File: config.mk
export PLATFORM = sky130hd
export DESIGN_NAME = hp_manager
export DESIGN_NICKNAME = d
export VERILOG_FILES = /design/src/rtl/hp_manager.sv
export SDC_FILE = /design/constraint.sdc
export NUM_CORES = 1
export LEC_CHECK = 0
export CAP_MARGIN = 15
export CORE_UTILIZATION = 51
export DETAILED_ROUTE_END_ITERATION = 8
export PLACE_DENSITY = 0.86
export SETUP_SLACK_MARGIN = 0.1
export SLEW_MARGIN = 20
export SYNTH_ARGS = -nofsm -noshare
export SYNTH_HDL_FRONTEND = slang
export SYNTH_SLANG_ARGS = --single-unit
File: constraint.sdc
create_clock -name Clk -period 4.2 [get_ports Clk]
set_clock_uncertainty 0.2 [all_clocks]
set_input_delay 0.84 -clock Clk [delete_from_list [all_inputs] [get_ports Clk]]
set_output_delay 0.84 -clock Clk [all_outputs]
set_load 0.02 [all_outputs]
File: src/rtl/hp_manager.sv
// Round controller and health bookkeeping for both players: accepts hits,
// drains pending damage one HP per frame, detects KO and sequences the round.
module hp_manager #(
  parameter int TOTAL_HP       = 20,
  parameter int HP_W           = 19,
  parameter int HIT_COOLDOWN   = 30,
  parameter int KO_HOLD_FRAMES = 120
) (
  input  logic            Clk,
  input  logic            Reset,
  input  logic            frame_clk,
  input  logic            round_start,
  input  logic            hit1,
  input  logic [4:0]      dmg1,
  input  logic            hit2,
  input  logic [4:0]      dmg2,
  output logic [HP_W-1:0] hp1,
  output logic [HP_W-1:0] hp2,
  output logic            exist_hp,
  output logic            ko1,
  output logic            ko2,
  output logic            round_over
);

  localparam int PD_W = $clog2(TOTAL_HP + 1);
  localparam int SM_W = PD_W + 2;
  localparam int CD_W = $clog2(HIT_COOLDOWN + 1);
  localparam int KO_W = $clog2(KO_HOLD_FRAMES);

  typedef enum logic [1:0] {S_IDLE, S_FIGHT, S_KO, S_DONE} state_t;

  state_t            state_reg, state_next;
  logic [KO_W-1:0]   ko_cnt_reg, ko_cnt_next;
  logic              ko1_reg, ko1_next, ko2_reg, ko2_next;
  logic              exist_reg, round_over_reg;
  logic              frame_clk_d_reg;
  logic              frame_tick;
  logic              draining;
  logic [1:0]        hit_vec;
  logic [1:0][4:0]   dmg_vec;

  assign frame_tick = frame_clk & ~frame_clk_d_reg;
  assign draining   = (state_reg == S_FIGHT) || (state_reg == S_KO);
  assign hit_vec    = {hit2, hit1};
  assign dmg_vec    = {dmg2, dmg1};

  genvar gi;
  generate
    for (gi = 0; gi < 2; gi++) begin : g_player
      logic [HP_W-1:0] hp_reg, hp_next;
      logic [PD_W-1:0] pend_reg, pend_next;
      logic [CD_W-1:0] cd_reg, cd_next;
      logic [SM_W-1:0] pend_sum;
      logic            accept, drain, hp_zero;

      always_comb begin
        accept   = (state_reg == S_FIGHT) && hit_vec[gi] && (dmg_vec[gi] != 5'd0) && (cd_reg == '0);
        drain    = draining && frame_tick && (pend_reg != '0) && (hp_reg != '0);
        hp_next  = hp_reg - HP_W'(drain);
        hp_zero  = (hp_next == '0);
        pend_sum = SM_W'(pend_reg) - SM_W'(drain) + (accept ? SM_W'(dmg_vec[gi]) : '0);
        pend_next = (pend_sum > SM_W'(TOTAL_HP)) ? PD_W'(TOTAL_HP) : pend_sum[PD_W-1:0];
        // Nothing left to drain once the player is down.
        if (hp_zero) pend_next = '0;
        cd_next = cd_reg;
        if (accept)
          cd_next = CD_W'(HIT_COOLDOWN);
        else if (frame_tick && (cd_reg != '0))
          cd_next = cd_reg - 1'b1;
      end

      always_ff @(posedge Clk) begin
        if (Reset || round_start) begin
          hp_reg   <= HP_W'(TOTAL_HP);
          pend_reg <= '0;
          cd_reg   <= '0;
        end else begin
          hp_reg   <= hp_next;
          pend_reg <= pend_next;
          cd_reg   <= cd_next;
        end
      end
    end
  endgenerate

  always_comb begin
    state_next  = state_reg;
    ko_cnt_next = ko_cnt_reg;
    ko1_next    = ko1_reg;
    ko2_next    = ko2_reg;
    if (round_start) begin
      state_next  = S_FIGHT;
      ko_cnt_next = '0;
      ko1_next    = 1'b0;
      ko2_next    = 1'b0;
    end else begin
      case (state_reg)
        S_FIGHT: begin
          if (g_player[0].hp_zero || g_player[1].hp_zero) begin
            state_next  = S_KO;
            ko1_next    = g_player[0].hp_zero;
            ko2_next    = g_player[1].hp_zero;
            ko_cnt_next = '0;
          end
        end
        S_KO: begin
          if (frame_tick) begin
            if (ko_cnt_reg == KO_W'(KO_HOLD_FRAMES - 1))
              state_next = S_DONE;
            else
              ko_cnt_next = ko_cnt_reg + 1'b1;
          end
        end
        default: ;
      endcase
    end
  end

  always_ff @(posedge Clk) begin
    if (Reset) begin
      state_reg       <= S_IDLE;
      ko_cnt_reg      <= '0;
      ko1_reg         <= 1'b0;
      ko2_reg         <= 1'b0;
      exist_reg       <= 1'b0;
      round_over_reg  <= 1'b0;
      frame_clk_d_reg <= 1'b0;
    end else begin
      state_reg       <= state_next;
      ko_cnt_reg      <= ko_cnt_next;
      ko1_reg         <= ko1_next;
      ko2_reg         <= ko2_next;
      exist_reg       <= (state_next == S_FIGHT) || (state_next == S_KO);
      round_over_reg  <= (state_next == S_DONE);
      frame_clk_d_reg <= frame_clk;
    end
  end

  assign hp1        = g_player[0].hp_reg;
  assign hp2        = g_player[1].hp_reg;
  assign exist_hp   = exist_reg;
  assign ko1        = ko1_reg;
  assign ko2        = ko2_reg;
  assign round_over = round_over_reg;

endmodule
==> impl_metrics.env <==
export IMPL_outcome="completed"
export IMPL_min_period_over_period=0.960
export IMPL_setup_viol=0
export IMPL_required_ns=4.24
export IMPL_wire_per_inst_um=15.6
export IMPL_critPathLaunchType="primary input"
export IMPL_cp_end_kind="flip-flop"
export IMPL_holdPathEnd="g_player[0].cd_reg[4]$_SDFFE_PP0P_"
export IMPL_synthArstFlopShare=0
export IMPL_p_leak_nw=2.29
export IMPL_seqPwrFrac=0.482
export IMPL_switching_share=0.267
export IMPL_rows=33
export IMPL_crit_fanout=4
export IMPL_synth_seq_cells=72
export IMPL_num_antenna_cells=0
export IMPL_drc=0
export IMPL_drtAntennaViolNets=0
export IMPL_reg2reg_depth=17
export IMPL_gr_total_overflow=0
export IMPL_multi_input_area_um2=2970
export IMPL_cp_top_family="simple AND/OR/NAND/NOR gates"
export IMPL_initial_utilization=0.538
export IMPL_drive_above_1_share=0.190
export IMPL_syn_area_um2=4510
export IMPL_slowest_delay_ns=0.39
export IMPL_die_area_um2=9220
export IMPL_drtPass1Iterations=7
export IMPL_seq_area_um2=1450
export IMPL_dieHeight_um=96.0
export IMPL_worstSetupStartpoint="frame_clk"
export IMPL_worstPathCellList="clkdlybuf4s15_2, nand2b_4, nor2_4, o21ai_1, a31oi_1, ha_2, ha_4, or3b_4, buf_4, a2111oi_1, o32a_1, or2_4, nor2_4, nor4b_4, nor4_2, ha_1, nor2b_1"
export IMPL_portBuffers=57
export IMPL_r2r_end="exist_hp$_SDFF_PP0_"
export IMPL_synth_top_area_frac=0.320
export IMPL_slew_headroom=0.286
export IMPL_cts_buffers=9
export IMPL_worst_ep_arrival_time_ns=4.07
export IMPL_yosys_warnings=0
export IMPL_finalHoldViolations=0
export IMPL_r2r_slack_ns=0.23
export IMPL_crit_buf_inv=2
export IMPL_synth_top_cell_by_area="dfxtp_1"
export IMPL_fmax_mhz=248
export IMPL_antenna_found_initial=0
export IMPL_pwr_share_comb=0.138
export IMPL_synth_nets=597
export IMPL_cts_sinks=72
export IMPL_min_path_type="flip-flop to flip-flop"
export IMPL_syn_inst=554
export IMPL_area_growth_pct=31.5
export IMPL_routed_wirelength_um=12100
export IMPL_hold_buffers=0
export IMPL_p_int_w=0.00107
export IMPL_finalCriticalPeriod_ns=4.03
export IMPL_clock_latency_ns=0.36
export IMPL_vias=4555
export IMPL_grt_usage=0.267
export IMPL_grt_start_max_net_pins=54
export IMPL_synth_most_common_cell="dfxtp_1"
export IMPL_tightest_slew_ns=1.07
export IMPL_clk_pin_slew_ns=0.08
export IMPL_drv_slew=0
export IMPL_synth_area_leaders="dfxtp_1, ha_1, nor2_1"
export IMPL_grt_first_pass_wirelength_um=19200
export IMPL_die_width_um=96.0
export IMPL_gp_congestion=0.903
export IMPL_ir_drop_mv=0.183
export IMPL_synth_ff_type="dfxtp_1"
export IMPL_max_cap_violations=0
export IMPL_clockRootBuffer="clkbuf_8"
export IMPL_htree_levels=3
export IMPL_cp_common_cell="nor2_4"
export IMPL_cts_max_path_buffers=2
export IMPL_dp_hpwl_um=8680
export IMPL_layout_nets=707
export IMPL_hold_path_depth=2
export IMPL_r2r_start="hp1[2]$_SDFF_PP1_"
export IMPL_core_area_um2=8380
export IMPL_powerDensity_nw_per_um2=247
export IMPL_ys_types=71
export IMPL_clockPowerShare=0.380
export IMPL_slowest_stage="or3b_4"
export IMPL_viasPerCell=5.89
export IMPL_drt_iter0_markers=283
export IMPL_pin_count=58
export IMPL_cts_tree="built"
export IMPL_synth_edf_count=0
export IMPL_min_from="g_player[0].cd_reg[4]$_SDFFE_PP0P_"
export IMPL_ys_top_cells_by_count="dfxtp_1, nor2_1, nand2_1, inv_1, a21oi_1"
export IMPL_ys_seq_area_frac=0.320
export IMPL_power_switching_w=0.000390
export IMPL_worstSetupPathType="primary input to flip-flop"
export IMPL_n_fill_cell=614
export IMPL_finalCoreUtilization=0.708
export IMPL_tns_ns=0
export IMPL_rsz0062_at_grt="true"
export IMPL_grt_pass1_vias=4310
export IMPL_syn_area_per_cell_um2=8.14
-- per-stage QoR --
step           instance area [µm²]  total power, W  std cells  worst slack, ns  hold WS [ns]
6_report                      5930         0.00146        773            0.169         0.288
5_1_grt                       5930         0.00152        773           0.0485         0.306
4_1_cts                       5820         0.00146        771           0.0915         0.285
3_5_place_dp                  5600        0.000912        755           -0.610         0.274
3_3_place_gp                  5600        0.000901        755           -0.454         0.266
2_1_floorplan                 4570        0.000841        554          -0.0200         0.254
-- repair_timing --
| action | in CTS | in global routing |
|---|---|---|
| endpoints found under the setup margin | 20 | 13 |
| pin swaps | 1 | 9 |
| buffers inserted | 1 | 2 |
| resized for setup | 9 | 20 |
| gates cloned | 0 | 0 |
-- placed cells by master (no fill, tap or decap), drive strengths merged, types with 6 or more instances in the layout --
master | synthesis | final
dfxtp | 72 | 72
buf | 7 | 64
nor2 | 62 | 62
clkdlybuf4s50 | 0 | 56
nand2 | 48 | 48
inv | 35 | 35
a21oi | 28 | 28
o21ai | 25 | 25
ha | 25 | 25
nor3 | 24 | 24
xnor2 | 22 | 22
and2 | 20 | 20
xor2 | 20 | 20
or3 | 16 | 16
nor4 | 14 | 14
nand3 | 11 | 11
clkbuf | 15 | 10
a21o | 9 | 9
nor2b | 9 | 9
or4 | 8 | 8
a31oi | 6 | 6
o22ai | 6 | 6
nand2b | 6 | 6
-- per-layer routing --
layer / track usage / routed length (µm) / share of wire / up-vias
met5: 0 / 0 / 0 / -
met4: 0.107 / 297 / 0.025 / 0
met3: 0.0482 / 647 / 0.054 / 39
met2: 0.479 / 6000 / 0.50 / 178
met1: 0.311 / 5140 / 0.43 / 2146
li1: - / - / - / 2192
-- area by class of cell --
type,count,area share
Multi-Input combinational cell,425,0.501
Sequential cell,72,0.244
Timing Repair Buffer,121,0.178
Clock buffer,10,0.0232
Inverter,35,0.0222
Tap cell,105,0.0222
Clock inverter,5,0.00970
-- power groups by stage --
stage	clock [W]	combinational [W]	sequential (W)
2_1_floorplan	0	0.000122	0.000719
3_3_place_gp	0	0.000182	0.000719
3_5_place_dp	0	0.000192	0.000720
4_1_cts	0.000556	0.000195	0.000704
5_1_grt	0.000592	0.000221	0.000706
6_report	0.000556	0.000203	0.000705
-- kinds of logic after synthesis --
logic type      share of synthesized area
fa+ha+maj                          0.0782
buf+inv                            0.0549
simple gates                        0.303
flops                               0.320
mux                               0.00444
xor+xnor                           0.0816
compound gates                      0.158
-- worst max-delay path by stage --
stage,to,slack (ns),cells past startpoint
after floorplan,exist_hp$_SDFF_PP0_,-0.02,17
after global placement,exist_hp$_SDFF_PP0_,-0.45,16
after detailed placement,exist_hp$_SDFF_PP0_,-0.61,17
after CTS,exist_hp$_SDFF_PP0_,0.09,16
after global routing,exist_hp$_SDFF_PP0_,0.05,15
final,exist_hp$_SDFF_PP0_,0.17,17
-- worst min-delay path: stages (launching register included) --
cell and delay, ns:
dfxtp_1 0.32, o21ai_0 0.07, a21oi_1 0.06
No activity file was read; power rests on OpenSTA's default activity.
